<file path="src/rtl/bin2bcd_seq.sv">
// bin2bcd_seq -- sequential binary-to-BCD converter (shift-add-3), one bit per clock.
// Converts a WIDTH-bit binary value to DIGITS packed BCD digits. It feeds the
// 7-segment display driver. The last result is held until the next conversion completes.
//
// Ports
//   clk    system clock, all state changes on posedge
//   rst    asynchronous active-low reset
//   start  conversion request, sampled only while idle
//   bin    binary value, captured on the accepting edge
//   busy   high while a conversion is in progress
//   done   one-cycle pulse; bcd/ovf are valid from this cycle on
//   bcd    packed BCD, digit 0 in [3:0]
//   ovf    value >= 10**DIGITS; bcd then holds the low DIGITS digits

// Per-nibble adjust: a digit >= 5 would carry past 9 once it is doubled, so pre-add 3.
module bin2bcd_add3 (
  input  logic [3:0] d,
  output logic [3:0] q
);
  assign q = (d >= 4'd5) ? d + 4'd3 : d;
endmodule

module bin2bcd_seq #(
  parameter int WIDTH  = 13,
  parameter int DIGITS = 4
) (
  input  logic                  clk,
  input  logic                  rst,
  input  logic                  start,
  input  logic [WIDTH-1:0]      bin,
  output logic                  busy,
  output logic                  done,
  output logic [DIGITS*4-1:0]   bcd,
  output logic                  ovf
);
  // One extra nibble above the visible digits acts as the overflow guard.
  localparam int NIB = DIGITS + 1;
  localparam int AW  = NIB * 4;
  localparam int CW  = $clog2(WIDTH + 1);

  localparam logic [0:0] IDLE  = 1'b0;
  localparam logic [0:0] SHIFT = 1'b1;

  logic [0:0]       state;
  logic [WIDTH-1:0] shreg;
  logic [AW-1:0]    acc, acc_adj, acc_nxt;
  logic [CW-1:0]    cnt;

  generate
    for (genvar i = 0; i < NIB; i++) begin : g_nib
      bin2bcd_add3 u_add3 (.d(acc[i*4 +: 4]), .q(acc_adj[i*4 +: 4]));
    end
  endgenerate

  // Adjusted accumulator shifted left, with the next binary MSB entering at bit 0.
  assign acc_nxt = {acc_adj[AW-2:0], shreg[WIDTH-1]};
  assign busy    = (state == SHIFT);

  always_ff @(posedge clk or negedge rst) begin
    if (!rst) begin
      state <= IDLE;
      shreg <= '0;
      acc   <= '0;
      cnt   <= '0;
      done  <= 1'b0;
      bcd   <= '0;
      ovf   <= 1'b0;
    end else if (state == IDLE) begin
      done <= 1'b0;
      if (start) begin
        shreg <= bin;
        acc   <= '0;
        cnt   <= CW'(WIDTH);
        state <= SHIFT;
      end
    end else begin
      acc   <= acc_nxt;
      shreg <= {shreg[WIDTH-2:0], 1'b0};
      cnt   <= cnt - CW'(1);
      // Last bit enters this edge: publish straight from the next-state value.
      if (cnt == CW'(1)) begin
        bcd   <= acc_nxt[DIGITS*4-1:0];
        ovf   <= |acc_nxt[AW-1 -: 4];
        done  <= 1'b1;
        state <= IDLE;
      end
    end
  end
endmodule

</file>
<file path="config.mk">
export PLATFORM = sky130hd
export DESIGN_NAME = bin2bcd_seq
export DESIGN_NICKNAME = d
export VERILOG_FILES = /design/src/rtl/bin2bcd_seq.sv
export SDC_FILE = /design/constraint.sdc
export NUM_CORES = 1
export LEC_CHECK = 0
export ABC_CLOCK_PERIOD_IN_PS = 1400
export BUFFER_PORTS_ARGS = -buffer_cell sky130_fd_sc_hd__buf_4
export CAP_MARGIN = 25
export CORE_ASPECT_RATIO = 1.1
export CORE_MARGIN = 5
export CORE_UTILIZATION = 42
export DETAILED_ROUTE_END_ITERATION = 8
export GPL_TIMING_DRIVEN = 1
export PLACE_DENSITY_LB_ADDON = 0.15
export SETUP_SLACK_MARGIN = 0.5
export SLEW_MARGIN = 25
export SYNTH_ARGS = -nofsm -noshare
export SYNTH_HDL_FRONTEND = slang
export SYNTH_SLANG_ARGS = --single-unit
export TNS_END_PERCENT = 10
</file>
<file path="constraint.sdc">
create_clock -name clk -period 1.4 [get_ports clk]
set_input_delay 0 -clock clk [delete_from_list [all_inputs] [get_ports clk]]
set_output_delay 0 -clock clk [all_outputs]
set_load 0.05 [all_outputs]
</file>
After elaboration in Yosys (flattened, before gate mapping). Index checks and enable logic that the tools add are counted.

Multiplexer cells: 16. Reduce and logical (&&, ||, !) cells: 3. Equal/unequal tests: 2. $add $sub $neg: 6. Order comparisons: 5.

Operators with widths (number): 20-bit two-way mux (2); 13-bit two-way mux (2); 4-bit two-way mux (6); 4-bit by 3-bit greater-or-equal comparator with 1-bit output (second input constant) (5); 4-bit by 2-bit adder with 4-bit output (second input constant) (4); 1-bit two-way mux (5); 4-bit by 1-bit == test with 1-bit output (second input constant) (1); 4-bit OR reduction (1); 4-bit by 1-bit subtractor with 4-bit output (second input constant) (1); 3-bit by 2-bit adder with 3-bit output (second input constant) (1); 3-bit two-way mux (1); 2-bit by 1-bit != test with 1-bit output (second input constant) (1); 2-bit AND reduction (1); 2-bit nonzero test (1).

Output and inout bits: 19. Input bits: 16. Register bits: 56. Word-level logic and storage cells: 39.

Longest topological paths before layout.
Depth after elaboration: 3. Depth in mapped cells: 7.

Cells and area by module. Synthesis repeated with hierarchy kept, for this count alone.

Cells, all modules: 243. Area total of the unflattened synthesis: 2758.9 um2.

Modules (own cells, without submodules): bin2bcd_seq (cells an instance 163, times used 1, area an instance 2252.2 um2); bin2bcd_add3 (cells an instance 16, times used 5, area an instance 101.3 um2).

Worst setup path after synthesis. Ideal clock, no wire load.

Path kind: register to register. From: register acc[16]. To: register ovf. Stages on the path, launching flop included: 7. Setup slack: -0.045 ns. Required time: 1.318 ns. Data arrival time: 1.363 ns. Clock period less this slack: 1.445 ns. Path through: dfrtp_1 inv_1 ha_1 nand2b_1 a21oi_1 mux2_2 a31oi_1.

Cells in the longest elaborated chain, start to end: 3. Elaborated cells on any way between the ends: 4.

Ends and longest elaborated chain: from (decl) (RTL line 46) `logic [AW-1:0] acc, acc_adj, acc_nxt;`; from (signal assigned) (RTL line 77) `acc <= acc_nxt;`; 4-bit by 3-bit greater-or-equal comparator with 1-bit output / 3-bit by 2-bit adder with 3-bit output (equally long branches) (RTL line 20) `assign q = (d >= 4'd5) ? d + 4'd3 : d;`; 3-bit two-way mux (*) (RTL line 20); 4-bit OR reduction (*) (RTL line 83) `ovf <= |acc_nxt[AW-1 -: 4];`; to (signal assigned) (RTL line 83); to (decl) (RTL line 34) `output logic ovf`.

Mark *: on every way between the ends. The rest lies on a longest branch, timed or not. A chain may end at the register's enable or synchronous reset.

Worst setup path in the final report.
From: register acc[1]. To: register bcd[2].

Cells in the longest elaborated chain, start to end: 2. Elaborated cells on any way between the ends: 3.

Ends and longest elaborated chain: 4-bit by 2-bit adder with 4-bit output / 4-bit by 3-bit greater-or-equal comparator with 1-bit output (equally long branches) (RTL line 20); 4-bit two-way mux (*) (RTL line 20); to (signal assigned) (RTL line 82) `bcd <= acc_nxt[DIGITS*4-1:0];`; to (decl) (RTL line 33) `output logic [DIGITS*4-1:0] bcd,`.

Marked as above.

==> insert_results.sql <==
INSERT INTO impl_metrics (metric_group, metric, value, unit) VALUES
('status', 'run_status', 'finished clean', ''),
('place', 'place_congestion', '0.734', ''),
('sta', 'timing.final.setup_violations', '0', ''),
('setup_path', 'critical_path.endpoint', 'bcd[2]$_DFFE_PN0P_', ''),
('setup_path', 'end_kind', 'register', ''),
('layout', 'mostFrequentLayoutCell', 'sky130_fd_sc_hd__dfrtp_1', ''),
('die', 'fp.dieW', '88.3', 'um'),
('die', 'core_area', '6560', 'um2'),
('place', 'numPortBuffers', '34', ''),
('die', 'fp.dieArea', '8480', 'um2'),
('die', 'ios', '35', ''),
('setup_path', 'worst_ep_arrival_time', '1.59', 'ns'),
('setup_path', 'setup.worst_path.start', 'acc[1]$_DFFE_PN0P_', ''),
('sta', 'final_max_slew_viol_count', '0', ''),
('setup_path', 'crit_required', '1.60', 'ns'),
('clocking', 'tritoncts.num_buffers', '5', ''),
('yosys', 'synth.yosys.warnings', '0', ''),
('yosys', 'synth_area', '2830', 'um2'),
('sta', 'final_min_period_over_clock_period', '99.9', '%'),
('yosys', 'synth_sequential_area_ratio', '49.5', '%'),
('sta', 'grt_setup_unrepaired', 'true', ''),
('die', 'chipHeight', '96.1', 'um'),
('power_and_ir_drop', 'maximum_vdd_ir_drop', '1.45', 'mV'),
('power_and_ir_drop', 'pwr_density_cell', '2480', 'nW/um2'),
('sta', 'finalHoldWorstSlack', '0.151', 'ns'),
('layout', 'final_net_count', '359', ''),
('layout', 'final_core_utilization', '63.1', '%'),
('setup_path', 'worst_r2r_endpoint', 'bcd[2]$_DFFE_PN0P_', ''),
('clocking', 'tritoncts', 'done', ''),
('setup_path', 'regToRegSetupSlack', '0.002', 'ns'),
('yosys', 'synth.ff_latch_count', '56', ''),
('clocking', 'ctsLongestPathBuffers', '2', ''),
('global_routing', 'first_global_vias', '2217', ''),
('layout', 'fillCellCount', '522', ''),
('power_and_ir_drop', 'fin_total_pwr', '0.0103', 'W'),
('power_and_ir_drop', 'static-leakage-power', '1.89', 'nW'),
('layout', 'antennaDiodeCount', '0', ''),
('global_routing', 'gr-total-overflow', '0', ''),
('yosys', 'yosysUniqueCellTypes', '28', ''),
('layout', 'register_area', '1400', 'um2'),
('route', 'totalWireLength', '5.92', 'mm'),
('sta', 'tightestPinTransition', '0.482', 'ns'),
('sta', 'skew', '0.00552', 'ns'),
('setup_path', 'timing.critical_path.fanout_max', '3', ''),
('route', 'route.detailed.drc', '0', ''),
('sta', 'setup-tns-final', '0', 'ns'),
('flow_run', 'cap_viol_max_count', '0', ''),
('global_routing', 'first_pass_grt_wire_length', '10.0', 'mm'),
('global_routing', 'antenna_found_initial', '0', ''),
('clocking', 'ctsRootBufferMaster', 'sky130_fd_sc_hd__clkbuf_8', ''),
('route', 'drt_pre_antenna_iters', '4', ''),
('yosys', 'mappedNetlistNets', '292', ''),
('yosys', 'syn-mean-instance-area', '10.7', 'um2'),
('route', 'drt_iter0_drc', '47', ''),
('route', 'routedWlPerCell', '14.4', 'um'),
('setup_path', 'criticalPathCategory', 'reg2reg', ''),
('route', 'ant_nets', '0', ''),
('clocking', 'clk_transition_reported_paths', '0.09', 'ns'),
('global_routing', 'groute.usage.overall', '15.1', '%'),
('sta', 'finalCriticalPeriod', '1.40', 'ns'),
('route', 'drt-vias-per-instance', '5.08', ''),
('setup_path', 'start_kind', 'register', ''),
('worst_hold_path', 'min_path_type', 'in2async', ''),
('layout', 'synth_to_layout_area_growth', '46.3', '%'),
('sta', 'finalHoldViolCount', '0', ''),
('yosys', 'netlist_instances', '264', ''),
('sta', 'maxClockFrequency', '0.715', 'GHz'),
('layout', 'layout-drive-gt1-share', '47.0', '%'),
('sta', 'slew_headroom', '67.9', '%'),
('clocking', 'tritoncts_num_sinks', '56', ''),
('die', 'initial_core_util', '43.2', '%'),
('setup_path', 'timing.reg2reg.worst_path_depth', '6', ''),
('die', 'rows', '31', ''),
('layout', 'most_frequent_cells_in_the_layout', 'sky130_fd_sc_hd__dfrtp_1, sky130_fd_sc_hd__buf_4, sky130_fd_sc_hd__mux2i_1', ''),
('clocking', 'h-tree-depth', '2', ''),
('global_routing', 'grt_max_degree', '44', ''),
('layout', 'multi_input_area', '1750', 'um2'),
('place', 'hpwlAfterDp', '3.83', 'mm'),
('route', 'vias', '2094', ''),
('clocking', 'clk_latency', '0.30', 'ns'),
('setup_path', 'regToRegStartpoint', 'acc[1]$_DFFE_PN0P_', '');
sequential cells by signal (all words and copies together) (netlist names):
name	count
shreg	13
cnt	4
ovf	1
busy	1
done	1
acc	20
bcd	16
logic make-up after synthesis:
kind of cell               after synthesis  share of synthesized area, %
and+or+nand+nor                         71                          13.4
adders and majority gates               12                          5.31
buffers and inverters                   26                          4.56
DFF                                     56                          49.5
muxes                                   35                          13.3
xor gates and xnor gates                 7                          2.17
AOI/OAI and AO/OA                       57                          11.7
metal layers:
| layer | wire, um | track usage, % | vias to the layer above |
|---|---|---|---|
| li1 | - | - | 1034 |
| met2 | 2980 | 26.6 | 36 |
| met5 | 0 | 0 | - |
| met4 | 123 | 5.42 | 0 |
| met3 | 230 | 3.42 | 13 |
| met1 | 2580 | 17.8 | 1011 |
layout make-up:
class                   count  area share (%)
clock buffers               5            1.66
clock inverters             1           0.726
inverters                  12            1.21
multi-input cells         182            42.3
flip-flops and latches     56            33.9
well taps                  82            2.48
repair buffers             74            17.7
stage by stage:
step,instances,worst slack [ns],instance area [um2]
finish,412,0.00167,4140
floorplan,264,0.0502,2970
global route,412,-0.0839,4140
global placement,381,-0.00538,3370
detailed placement,381,-0.0301,3370
CTS,409,-0.0108,4000
repair_timing:
action | in CTS | in global routing
hold endpoints to repair | 69 | 0
endpoints found under the setup margin | 63 | 74
gates resized for setup | 93 | 28
hold buffers | 14 | 0
cloned | 0 | 0
pin swaps | 36 | 24
setup buffers | 8 | 3
critical path, cell delays in order (launching register included):
cell                       delay, ns
sky130_fd_sc_hd__dfrtp_1        0.37
sky130_fd_sc_hd__inv_2          0.06
sky130_fd_sc_hd__ha_2           0.17
sky130_fd_sc_hd__nand2b_4       0.14
sky130_fd_sc_hd__a21oi_4        0.16
sky130_fd_sc_hd__mux2i_1        0.11
sky130_fd_sc_hd__mux2_4         0.27
power by group:
part | internal (W) | switching [W]
Combinational | 0.00302 | 0.00312
Clock | 0.000514 | 0.000490
Sequential | 0.00235 | 0.000759
Total | 0.00589 | 0.00437
Yosys cell counts:
library cell | number | area share [%]
sky130_fd_sc_hd__inv_1 | 12 | 1.6
sky130_fd_sc_hd__nor4_1 | 1 | 0.22
sky130_fd_sc_hd__o21a_1 | 1 | 0.27
sky130_fd_sc_hd__and2_1 | 2 | 0.44
sky130_fd_sc_hd__nor2_1 | 2 | 0.27
sky130_fd_sc_hd__buf_4 | 2 | 0.53
sky130_fd_sc_hd__o21ai_0 | 31 | 5.5
sky130_fd_sc_hd__mux2_4 | 5 | 2.7
sky130_fd_sc_hd__nand2b_1 | 20 | 4.4
sky130_fd_sc_hd__mux2_2 | 1 | 0.40
sky130_fd_sc_hd__a21oi_1 | 11 | 1.9
sky130_fd_sc_hd__nor3_1 | 4 | 0.71
sky130_fd_sc_hd__nand2_1 | 29 | 3.8
sky130_fd_sc_hd__nand3_2 | 1 | 0.35
sky130_fd_sc_hd__dfrtp_1 | 56 | 50
sky130_fd_sc_hd__nor2_2 | 1 | 0.22
sky130_fd_sc_hd__clkbuf_1 | 3 | 0.40
sky130_fd_sc_hd__a21oi_2 | 4 | 1.2
sky130_fd_sc_hd__a22o_1 | 1 | 0.31
sky130_fd_sc_hd__a31oi_1 | 2 | 0.44
sky130_fd_sc_hd__a21o_2 | 4 | 1.2
sky130_fd_sc_hd__mux2i_1 | 29 | 10
sky130_fd_sc_hd__buf_6 | 2 | 0.80
sky130_fd_sc_hd__nor3b_1 | 11 | 2.9
sky130_fd_sc_hd__buf_2 | 7 | 1.2
sky130_fd_sc_hd__ha_1 | 12 | 5.3
sky130_fd_sc_hd__o31ai_1 | 3 | 0.80
sky130_fd_sc_hd__xnor2_1 | 7 | 2.2
worst min-delay path by stage:
stage	startpoint	to	slack (ns)	cells after the start
after CTS	rst	bcd[7]$_DFFE_PN0P_	0.15	2
final	rst	bcd[7]$_DFFE_PN0P_	0.15	2
after detailed placement	rst	bcd[7]$_DFFE_PN0P_	-0.06	1
after global placement	rst	acc[6]$_DFFE_PN0P_	-0.06	1
after floorplan	rst	acc[0]$_DFFE_PN0P_	-0.30	0
after global routing	rst	bcd[6]$_DFFE_PN0P_	0.18	2
(Power assumes the default switching activity.)
